===== config.mk =====
export PLATFORM = sky130hd
export DESIGN_NAME = vga_fb_arbiter_flat
export DESIGN_NICKNAME = d
export VERILOG_FILES = /design/src/rtl/vga_fb_arbiter_pkg.sv /design/src/rtl/vga_fb_arbiter_if.sv /design/src/rtl/vga_fb_arbiter_rd_pipe.sv /design/src/rtl/vga_fb_arbiter.sv /design/src/flat_wrapper.sv
export SDC_FILE = /design/constraint.sdc
export NUM_CORES = 1
export LEC_CHECK = 0
export ABC_AREA = 1
export BUFFER_PORTS_ARGS = -buffer_cell sky130_fd_sc_hd__buf_2
export CORE_ASPECT_RATIO = 1.1
export CORE_UTILIZATION = 44
export DETAILED_ROUTE_END_ITERATION = 12
export GPL_ROUTABILITY_DRIVEN = 0
export HOLD_SLACK_MARGIN = 0.05
export PLACE_DENSITY = 0.78
export SETUP_SLACK_MARGIN = 0.02
export SYNTH_ARGS = -nofsm -noshare
export SYNTH_HDL_FRONTEND = slang
export SYNTH_HIERARCHICAL = 1
export SYNTH_SLANG_ARGS = --single-unit

===== constraint.sdc =====
create_clock -name clk -period 1.8 [get_ports clk]
set_input_delay 0.09 -clock clk [delete_from_list [all_inputs] [get_ports clk]]
set_output_delay 0.09 -clock clk [all_outputs]
set_load 0.01 [all_outputs]

===== src/rtl/vga_fb_arbiter_pkg.sv =====
// Shared constants and types for the framebuffer arbiter: framebuffer geometry,
// RAM word shape and the display phase encoding.
package vga_fb_arbiter_pkg;

  localparam int unsigned FB_WORDS     = 120000;
  localparam int unsigned PIX_PER_WORD = 4;
  localparam int unsigned FB_ADDR_W    = 17;
  localparam int unsigned FB_DATA_W    = 16;

  typedef enum logic [1:0] {
    VBLANK,
    LINE,
    HBLANK
  } fb_phase_t;

endpackage


===== src/rtl/vga_fb_arbiter_if.sv =====
// Drawing-engine write port: valid/ready handshake with address and data.
// The writer drives the master side, the arbiter the slave side.
interface vga_fb_arbiter_if #(
  parameter int unsigned ADDR_W = 17,
  parameter int unsigned DATA_W = 16
);

  logic              wr_valid;
  logic [ADDR_W-1:0] wr_addr;
  logic [DATA_W-1:0] wr_data;
  logic              wr_ready;

  modport master (
    output wr_valid,
    output wr_addr,
    output wr_data,
    input  wr_ready
  );

  modport slave (
    input  wr_valid,
    input  wr_addr,
    input  wr_data,
    output wr_ready
  );

endinterface


===== src/rtl/vga_fb_arbiter_rd_pipe.sv =====
// Display read-return path: delays the slot flag by RD_LAT+1 cycles and captures
// the RAM read word in step with it.
module vga_fb_arbiter_rd_pipe #(
  parameter int unsigned DATA_W = 16,
  parameter int unsigned RD_LAT = 1
) (
  input  logic              clk,
  input  logic              rst,
  input  logic              slot_i,
  input  logic [DATA_W-1:0] rdata_i,
  output logic [DATA_W-1:0] word_o,
  output logic              valid_o
);

  logic [RD_LAT:0]   flag_q;
  logic [DATA_W-1:0] word_q;

  // flag_q[RD_LAT-1] marks the cycle the RAM output holds the fetched word
  always_ff @(posedge clk or posedge rst) begin
    if (rst) begin
      flag_q <= '0;
      word_q <= '0;
    end else begin
      flag_q <= {flag_q[RD_LAT-1:0], slot_i};
      if (flag_q[RD_LAT-1]) begin
        word_q <= rdata_i;
      end
    end
  end

  assign word_o  = word_q;
  assign valid_o = flag_q[RD_LAT];

endmodule


===== src/rtl/vga_fb_arbiter.sv =====
// Single-port framebuffer arbiter: display fetch owns every 4th active pixel slot,
// the draw engine gets the rest. Define VGA_FB_ARB_BLANK_ONLY_EN to confine writes to vblank.
module vga_fb_arbiter
  import vga_fb_arbiter_pkg::*;
#(
  parameter int unsigned ADDR_W = FB_ADDR_W,
  parameter int unsigned DATA_W = FB_DATA_W,
  parameter int unsigned RD_LAT = 1
) (
  input  logic                   clk,
  input  logic                   rst,
  input  logic [10:0]            hcount_i,
  input  logic [10:0]            vcount_i,
  input  logic                   hblnk_i,
  input  logic                   vblnk_i,
  vga_fb_arbiter_if.slave        wr_if,
  output logic [ADDR_W-1:0]      ram_addr_o,
  output logic                   ram_we_o,
  output logic [DATA_W-1:0]      ram_wdata_o,
  input  logic [DATA_W-1:0]      ram_rdata_i,
  output logic [DATA_W-1:0]      pix_word_o,
  output logic                   pix_valid_o,
  output logic                   frame_start_o
);

  localparam int unsigned SlotW = $clog2(PIX_PER_WORD);

  fb_phase_t         phase_d, phase_q;
  logic [ADDR_W-1:0] fa_d, fa_q, fetch_addr;
  logic              slot, at_origin, frame_start_q;

  always_comb begin
    phase_d = HBLANK;
    if (vblnk_i) begin
      phase_d = VBLANK;
    end else if (!hblnk_i) begin
      phase_d = LINE;
    end
  end

  assign slot      = !rst && (phase_d == LINE) && (hcount_i[SlotW-1:0] == '0);
  assign at_origin = (hcount_i == 11'd0) && (vcount_i == 11'd0);
  // The frame origin is itself a slot, so it reads word 0 and leaves fa at 1
  assign fetch_addr = at_origin ? '0 : fa_q;

  always_comb begin
    fa_d = fa_q;
    if (slot) begin
      fa_d = fetch_addr + ADDR_W'(1);
    end else if (at_origin) begin
      fa_d = '0;
    end
  end

`ifdef VGA_FB_ARB_BLANK_ONLY_EN
  assign wr_if.wr_ready = !rst && !slot && (phase_d == VBLANK);
`else
  assign wr_if.wr_ready = !rst && !slot;
`endif

  always_comb begin
    ram_addr_o  = '0;
    ram_we_o    = 1'b0;
    ram_wdata_o = '0;
    if (slot) begin
      ram_addr_o = fetch_addr;
    end else if (wr_if.wr_ready && wr_if.wr_valid) begin
      ram_addr_o  = wr_if.wr_addr;
      ram_we_o    = 1'b1;
      ram_wdata_o = wr_if.wr_data;
    end
  end

  always_ff @(posedge clk or posedge rst) begin
    if (rst) begin
      phase_q       <= VBLANK;
      fa_q          <= '0;
      frame_start_q <= 1'b0;
    end else begin
      phase_q       <= phase_d;
      fa_q          <= fa_d;
      frame_start_q <= at_origin;
    end
  end

  assign frame_start_o = frame_start_q;

  // A frame never fetches more than the framebuffer holds
  assert property (@(posedge clk) disable iff (rst)
                   (phase_q == VBLANK) |-> (fa_q <= ADDR_W'(FB_WORDS)));

  vga_fb_arbiter_rd_pipe #(
    .DATA_W(DATA_W),
    .RD_LAT(RD_LAT)
  ) u_rd_pipe (
    .clk    (clk),
    .rst    (rst),
    .slot_i (slot),
    .rdata_i(ram_rdata_i),
    .word_o (pix_word_o),
    .valid_o(pix_valid_o)
  );

endmodule


===== src/flat_wrapper.sv =====
// flat-port wrapper written by rule: the top's interface ports become plain ports
module vga_fb_arbiter_flat import vga_fb_arbiter_pkg::*;
#(
  parameter int unsigned ADDR_W = FB_ADDR_W,
  parameter int unsigned DATA_W = FB_DATA_W,
  parameter int unsigned RD_LAT = 1
)
  (clk, rst, hcount_i, vcount_i, hblnk_i, vblnk_i, ram_addr_o, ram_we_o, ram_wdata_o, ram_rdata_i, pix_word_o, pix_valid_o, frame_start_o, wr_if_wr_valid, wr_if_wr_addr, wr_if_wr_data, wr_if_wr_ready);
  vga_fb_arbiter_if #(.ADDR_W(ADDR_W), .DATA_W(DATA_W)) wr_if_i ();
  input  logic clk;
  input  logic rst;
  input  logic [10:0] hcount_i;
  input  logic [10:0] vcount_i;
  input  logic hblnk_i;
  input  logic vblnk_i;
  output logic [ADDR_W-1:0] ram_addr_o;
  output logic ram_we_o;
  output logic [DATA_W-1:0] ram_wdata_o;
  input  logic [DATA_W-1:0] ram_rdata_i;
  output logic [DATA_W-1:0] pix_word_o;
  output logic pix_valid_o;
  output logic frame_start_o;
  input wire logic [$bits(wr_if_i.wr_valid)-1:0] wr_if_wr_valid;
  input wire logic [$bits(wr_if_i.wr_addr)-1:0] wr_if_wr_addr;
  input wire logic [$bits(wr_if_i.wr_data)-1:0] wr_if_wr_data;
  output wire logic [$bits(wr_if_i.wr_ready)-1:0] wr_if_wr_ready;
  assign wr_if_i.wr_valid = wr_if_wr_valid;
  assign wr_if_i.wr_addr = wr_if_wr_addr;
  assign wr_if_i.wr_data = wr_if_wr_data;
  assign wr_if_wr_ready = wr_if_i.wr_ready;
  vga_fb_arbiter #(.ADDR_W(ADDR_W), .DATA_W(DATA_W), .RD_LAT(RD_LAT)) u_core (.clk(clk), .rst(rst), .hcount_i(hcount_i), .vcount_i(vcount_i), .hblnk_i(hblnk_i), .vblnk_i(vblnk_i), .wr_if(wr_if_i), .ram_addr_o(ram_addr_o), .ram_we_o(ram_we_o), .ram_wdata_o(ram_wdata_o), .ram_rdata_i(ram_rdata_i), .pix_word_o(pix_word_o), .pix_valid_o(pix_valid_o), .frame_start_o(frame_start_o));
endmodule

Yosys cells after proc, flatten, opt, wreduce, memory -nomap -nowiden
Cells that the tools add are included.
{"block": "word_totals", "inputBits": 76, "elab_cells": 26, "reg_bits": 36}
{"block": "op_classes", "add_sub_neg": 1, "muxes": 10, "n_reduce_logical": 10, "eq_ne": 1}
{"operator": "two-way mux 17 bit", "n": 4}
{"operator": "two-way mux 16 bit", "n": 2}
{"operator": "logical NOT 11 bit", "n": 2}
{"operator": "adder 17 x 1 -> 17 bit, second input constant", "n": 1}
{"operator": "logical AND 1 bit", "n": 5}
{"operator": "two-way mux 2 bit", "n": 2}
{"operator": "equality test 2 x 1 -> 1 bit, second input constant", "n": 1}
{"operator": "logical NOT 1 bit", "n": 2}
{"operator": "logical NOT 2 bit", "n": 1}
{"operator": "two-way mux 1 bit", "n": 2}

Logic depth before layout (Yosys ltp)
{"block": "logic_depth", "word_depth": 10, "mapped_depth": 16, "ltp_nobuf": 14}

By module
The synthesis kept the hierarchy.
{"module": "vga_fb_arbiter", "n_inst": 1, "area_each_um2": 1451.4, "seq_area_each_um2": 450.4, "cells_each": 227}
{"module": "vga_fb_arbiter_rd_pipe", "n_inst": 1, "area_each_um2": 698.2, "seq_area_each_um2": 450.4, "cells_each": 71}

Worst setup path after synthesis
Ideal clock, no wire load.
{"block": "synth_timing", "path_type": "input-to-reg", "start": "in hcount_i[0]", "end": "reg u_core.fa_q[12]", "arrival_time_ns": 1.871, "slack_ns": -0.189, "required_ns": 1.682, "setup_time_ns": 0.118, "stages": 16, "n_path_buf": 2, "cell_sequence": "inv_1 nand2_1 nor2_1 nand3_2 buf_2 buf_1 nand2_1 inv_1 ha_1 nand2_1 nor2_1 nand3_1 nor2_4 nand3_1 xor2_1 inv_1"}
{"block": "synth_between", "elab_chain_cells": 5, "word_cells_on_any_way": 7, "cone_classes": "add/sub (1); mux (2); reduce/logical (4)"}
{"item": "from (decl)", "line_no": "flat_wrapper.sv:12", "rtl": "input logic [10:0] hcount_i;"}
{"item": "logical NOT 11 bit", "line_no": "vga_fb_arbiter.sv:42", "rtl": "assign at_origin = (hcount_i == 11'd0) && (vcount_i == 11'd0);"}
{"item": "logical AND 1 bit", "line_no": "vga_fb_arbiter.sv:42"}
{"item": "two-way mux 17 bit", "line_no": "vga_fb_arbiter.sv:44", "rtl": "assign fetch_addr = at_origin ? '0 : fa_q;"}
{"item": "adder 17 x 1 -> 17 bit", "line_no": "vga_fb_arbiter.sv:49", "rtl": "fa_d = fetch_addr + ADDR_W'(1);"}
{"item": "two-way mux 17 bit (*)", "line_no": "vga_fb_arbiter.sv:48", "rtl": "if (slot) begin"}
{"item": "net u_core.fa_d[12]", "line_no": "vga_fb_arbiter.sv:29", "rtl": "logic [ADDR_W-1:0] fa_d, fa_q, fetch_addr;"}
{"item": "to (signal assigned)", "line_no": "vga_fb_arbiter.sv:77", "rtl": "fa_q <= '0;"}
{"item": "to (signal assigned)", "line_no": "vga_fb_arbiter.sv:81", "rtl": "fa_q <= fa_d;"}
{"item": "to (decl)", "line_no": "vga_fb_arbiter.sv:29"}
Mark *: on every way through the listed nets, which the timed path passes. The rest lies on a longest branch.
A chain may end at the register's enable or synchronous reset.

Worst setup path after layout
{"block": "layout_timing", "start": "reg u_core.fa_q[0]", "end": "reg u_core.fa_q[12]"}
{"block": "layout_between", "elab_chain_cells": 3}
{"item": "two-way mux 17 bit", "line_no": "vga_fb_arbiter.sv:44"}
{"item": "adder 17 x 1 -> 17 bit", "line_no": "vga_fb_arbiter.sv:49"}
{"item": "two-way mux 17 bit", "line_no": "vga_fb_arbiter.sv:48"}
{"item": "net u_core.fa_d[12]", "line_no": "vga_fb_arbiter.sv:29"}
The timed path passes the listed nets, and every way through them passes these cells.

==> results_dict.tcl <==
set metrics [dict create \
    status "completed" \
    synth_mux_area_frac 0 \
    cts_tree "built" \
    ys_types 26 \
    synth_compound_gate_area_share 0.0349 \
    placeableCoreArea_um2 4680 \
    clock-sinks 36 \
    rsz0062_at_grt "false" \
    drt-initial-drc-count 48 \
    grt_pass1_wl_um 8780 \
    ys_warn_count 6 \
    critPathMaxStageDelay_ps 360 \
    ys_seq_area_frac 0.419 \
    nets 522 \
    final_cell_mix "128 x buf_2, 102 x nand2_1, 42 x nor2_1" \
    tightest_slew_ps 678 \
    setup.worst_path.class "reg -> reg" \
    cts_buffers 5 \
    dpl.hpwl_um 4180 \
    synth_xor_area_frac 0.0570 \
    die_area_um2 5170 \
    grt_pass1_vias 2124 \
    vias 2358 \
    critical_path_arrival_ps 1750 \
    hold_viol 0 \
    vdd_drop_max_mv 0.349 \
    initial_utilization 0.459 \
    gr-total-overflow 0 \
    drtPass1Iterations 6 \
    antenna_found_initial 0 \
    clk_latency_ps 290 \
    synth_area_per_cell_um2 7.21 \
    synth.area.top_cells "dfrtp_1 42%, nand2_1 18%, nor2_1 7.3%" \
    cts_resized 0 \
    clock_skew_ps 8.75 \
    cap_violations 0 \
    cp_max_fo 4 \
    final_common_cell "buf_2" \
    synth_nets 375 \
    synthSimpleGateAreaFrac 0.375 \
    hold_path_class "in -> reg" \
    crit_required_ps 1970 \
    grt_max_degree 32 \
    p_leak_uw 0.00179 \
    worstSetupEndpointType "register" \
    worst_setup_path_start_kind "register" \
    rows 26 \
    drive_gt1_frac 0.357 \
    tns_ps 0 \
    maxSlewHeadroom 0.548 \
    htree_levels 2 \
    period_share 0.877 \
    finalPower_uw 2230 \
    cp_slowest_cell "dfrtp_1" \
    clockBufferDepth 2 \
    layout.cells.non_filler 502 \
    hold_slack_ps 170 \
    path_buf_inv 2 \
    synthAdderAreaFrac 0.00582 \
    vias_per_cell 4.70 \
    yosys.area.top_type "dfrtp_1" \
    timing.fmax_mhz 633 \
    io_buffers 128 \
    setup_violations 0 \
    die_x_um 68.6 \
    ant_nets 0 \
    pin_count 129 \
    clk_pin_slew_worst_paths_ps 80 \
    synth_top_family_by_area "simple AND/OR/NAND/NOR gates" \
    die_y_um 75.3 \
    routed_wirelength_um 5750 \
    wl_per_cell_um 11.4 \
    grt_usage 0.230 \
    diodes 0 \
    synth_cells 298 \
    drc 0 \
    period_needed_ps 1580 \
    crit_family "simple AND/OR/NAND/NOR gates" \
    root_buffer "clkbuf_8" \
    crit_chain "nand2_1 > inv_1 > ha_1 > nand2_1 > nor2_1 > nand3_1 > nor2_4 > nand3_1 > xor2_1 > inv_1" \
    dp.cells 477 \
    ys_ff_latch 36 \
    report.final.slew_viol_count 0 \
    p_per_area_nw_per_um2 717 \
    syn_to_final_growth_pct 44.6 \
    syn_area_um2 2150 \
    synth_top_cell_area_share 0.419 \
]
cells in the mapped netlist:
cell,n
o21ai_1,4
nor4_4,1
inv_2,1
nand2_2,6
buf_2,3
inv_6,1
xor2_1,5
xnor2_1,9
nor2_1,42
nor3_1,1
nand2_4,1
buf_6,3
nand4_1,4
nand3_2,1
nand3_1,17
nand2_1,102
nand3_4,1
nor2_2,5
nor2_4,2
clkbuf_1,1
buf_12,1
o21ai_0,11
dfrtp_1,36
inv_1,38
buf_1,1
ha_1,1
registers in the layout (all words and copies together), names as in the netlist:
register and flops:
u_core/u_rd_pipe/flag_q 2, u_core/fa_q 17, u_core/u_rd_pipe/word_o 16, u_core/frame_start_o 1
per-layer routing:
metal	wire length (um)	track usage
met5	0	0
met4	86	0.0856
met3	392	0.0509
met2	2960	0.439
met1	2300	0.242
repair_timing:
| action | in CTS | in global routing |
|---|---|---|
| buffers inserted | 0 | 0 |
| hold endpoints to repair | 52 | 0 |
| hold buffers | 17 | 0 |
through the flow:
stage | util | setup WS (ps) | cell area, um2
6_report | 0.663 | 221 | 3110
5_1_grt | 0.663 | 66.6 | 3110
4_1_cts | 0.663 | 212 | 3110
3_5_place_dp | 0.603 | 49.3 | 2830
3_3_place_gp | 0.603 | 133 | 2830
2_1_floorplan | - | 25.0 | 2160
report_power, final:
group | total, uW | internal [uW] | switching [uW]
clock network | 699 | 410 | 289
registers | 994 | 923 | 70.8
logic | 535 | 248 | 287
total | 2230 | 1580 | 647
worst reg2reg max path: stages, from the launching register on:
cell	delay, ps
dfrtp_1	360
nand2_1	100
inv_1	90
ha_1	160
nand2_1	70
nor2_1	90
nand3_1	130
nor2_4	160
nand3_1	100
xor2_1	140
inv_1	60
cells by family (layout without fill, tap and decap cells):
logic type / after synthesis / in the layout
AOI/OAI and AO/OA: 15 / 15
xor gates and xnor gates: 14 / 14
adders and majority gates: 1 / 1
buffers and inverters: 49 / 197
DFF: 36 / 36
and+or+nand+nor: 183 / 183
worst paths after layout:
path                                                         from                                endpoint  slack (ps)  cells after the start
setup reg to reg                         u_core/fa_q[0]$_DFF_PP0_               u_core/fa_q[12]$_DFF_PP0_         220                     10
min in group asynchronous                                     rst  u_core/u_rd_pipe/word_o[2]$_DFFE_PP0P_         510                      3
max in group asynchronous                                     rst                u_core/fa_q[9]$_DFF_PP0_         840                      3
setup / recovery                         u_core/fa_q[0]$_DFF_PP0_               u_core/fa_q[12]$_DFF_PP0_         220                     10
hold / removal                                            hblnk_i    u_core/u_rd_pipe/flag_q[0]$_DFF_PP0_         170                      3
hold reg to reg            u_core/u_rd_pipe/word_o[3]$_DFFE_PP0P_  u_core/u_rd_pipe/word_o[3]$_DFFE_PP0P_         470                      2
cell type report:
cell class	instances	area (um2)
Multi-Input combinational cell	213	1020
Sequential cell	36	901
Timing Repair Buffer	149	853
Tap cell	56	70.1
Fill cell	421	1580
Clock buffer	5	68.8
Clock inverter	3	42.5
Inverter	40	155
(Power assumes the default switching activity.)
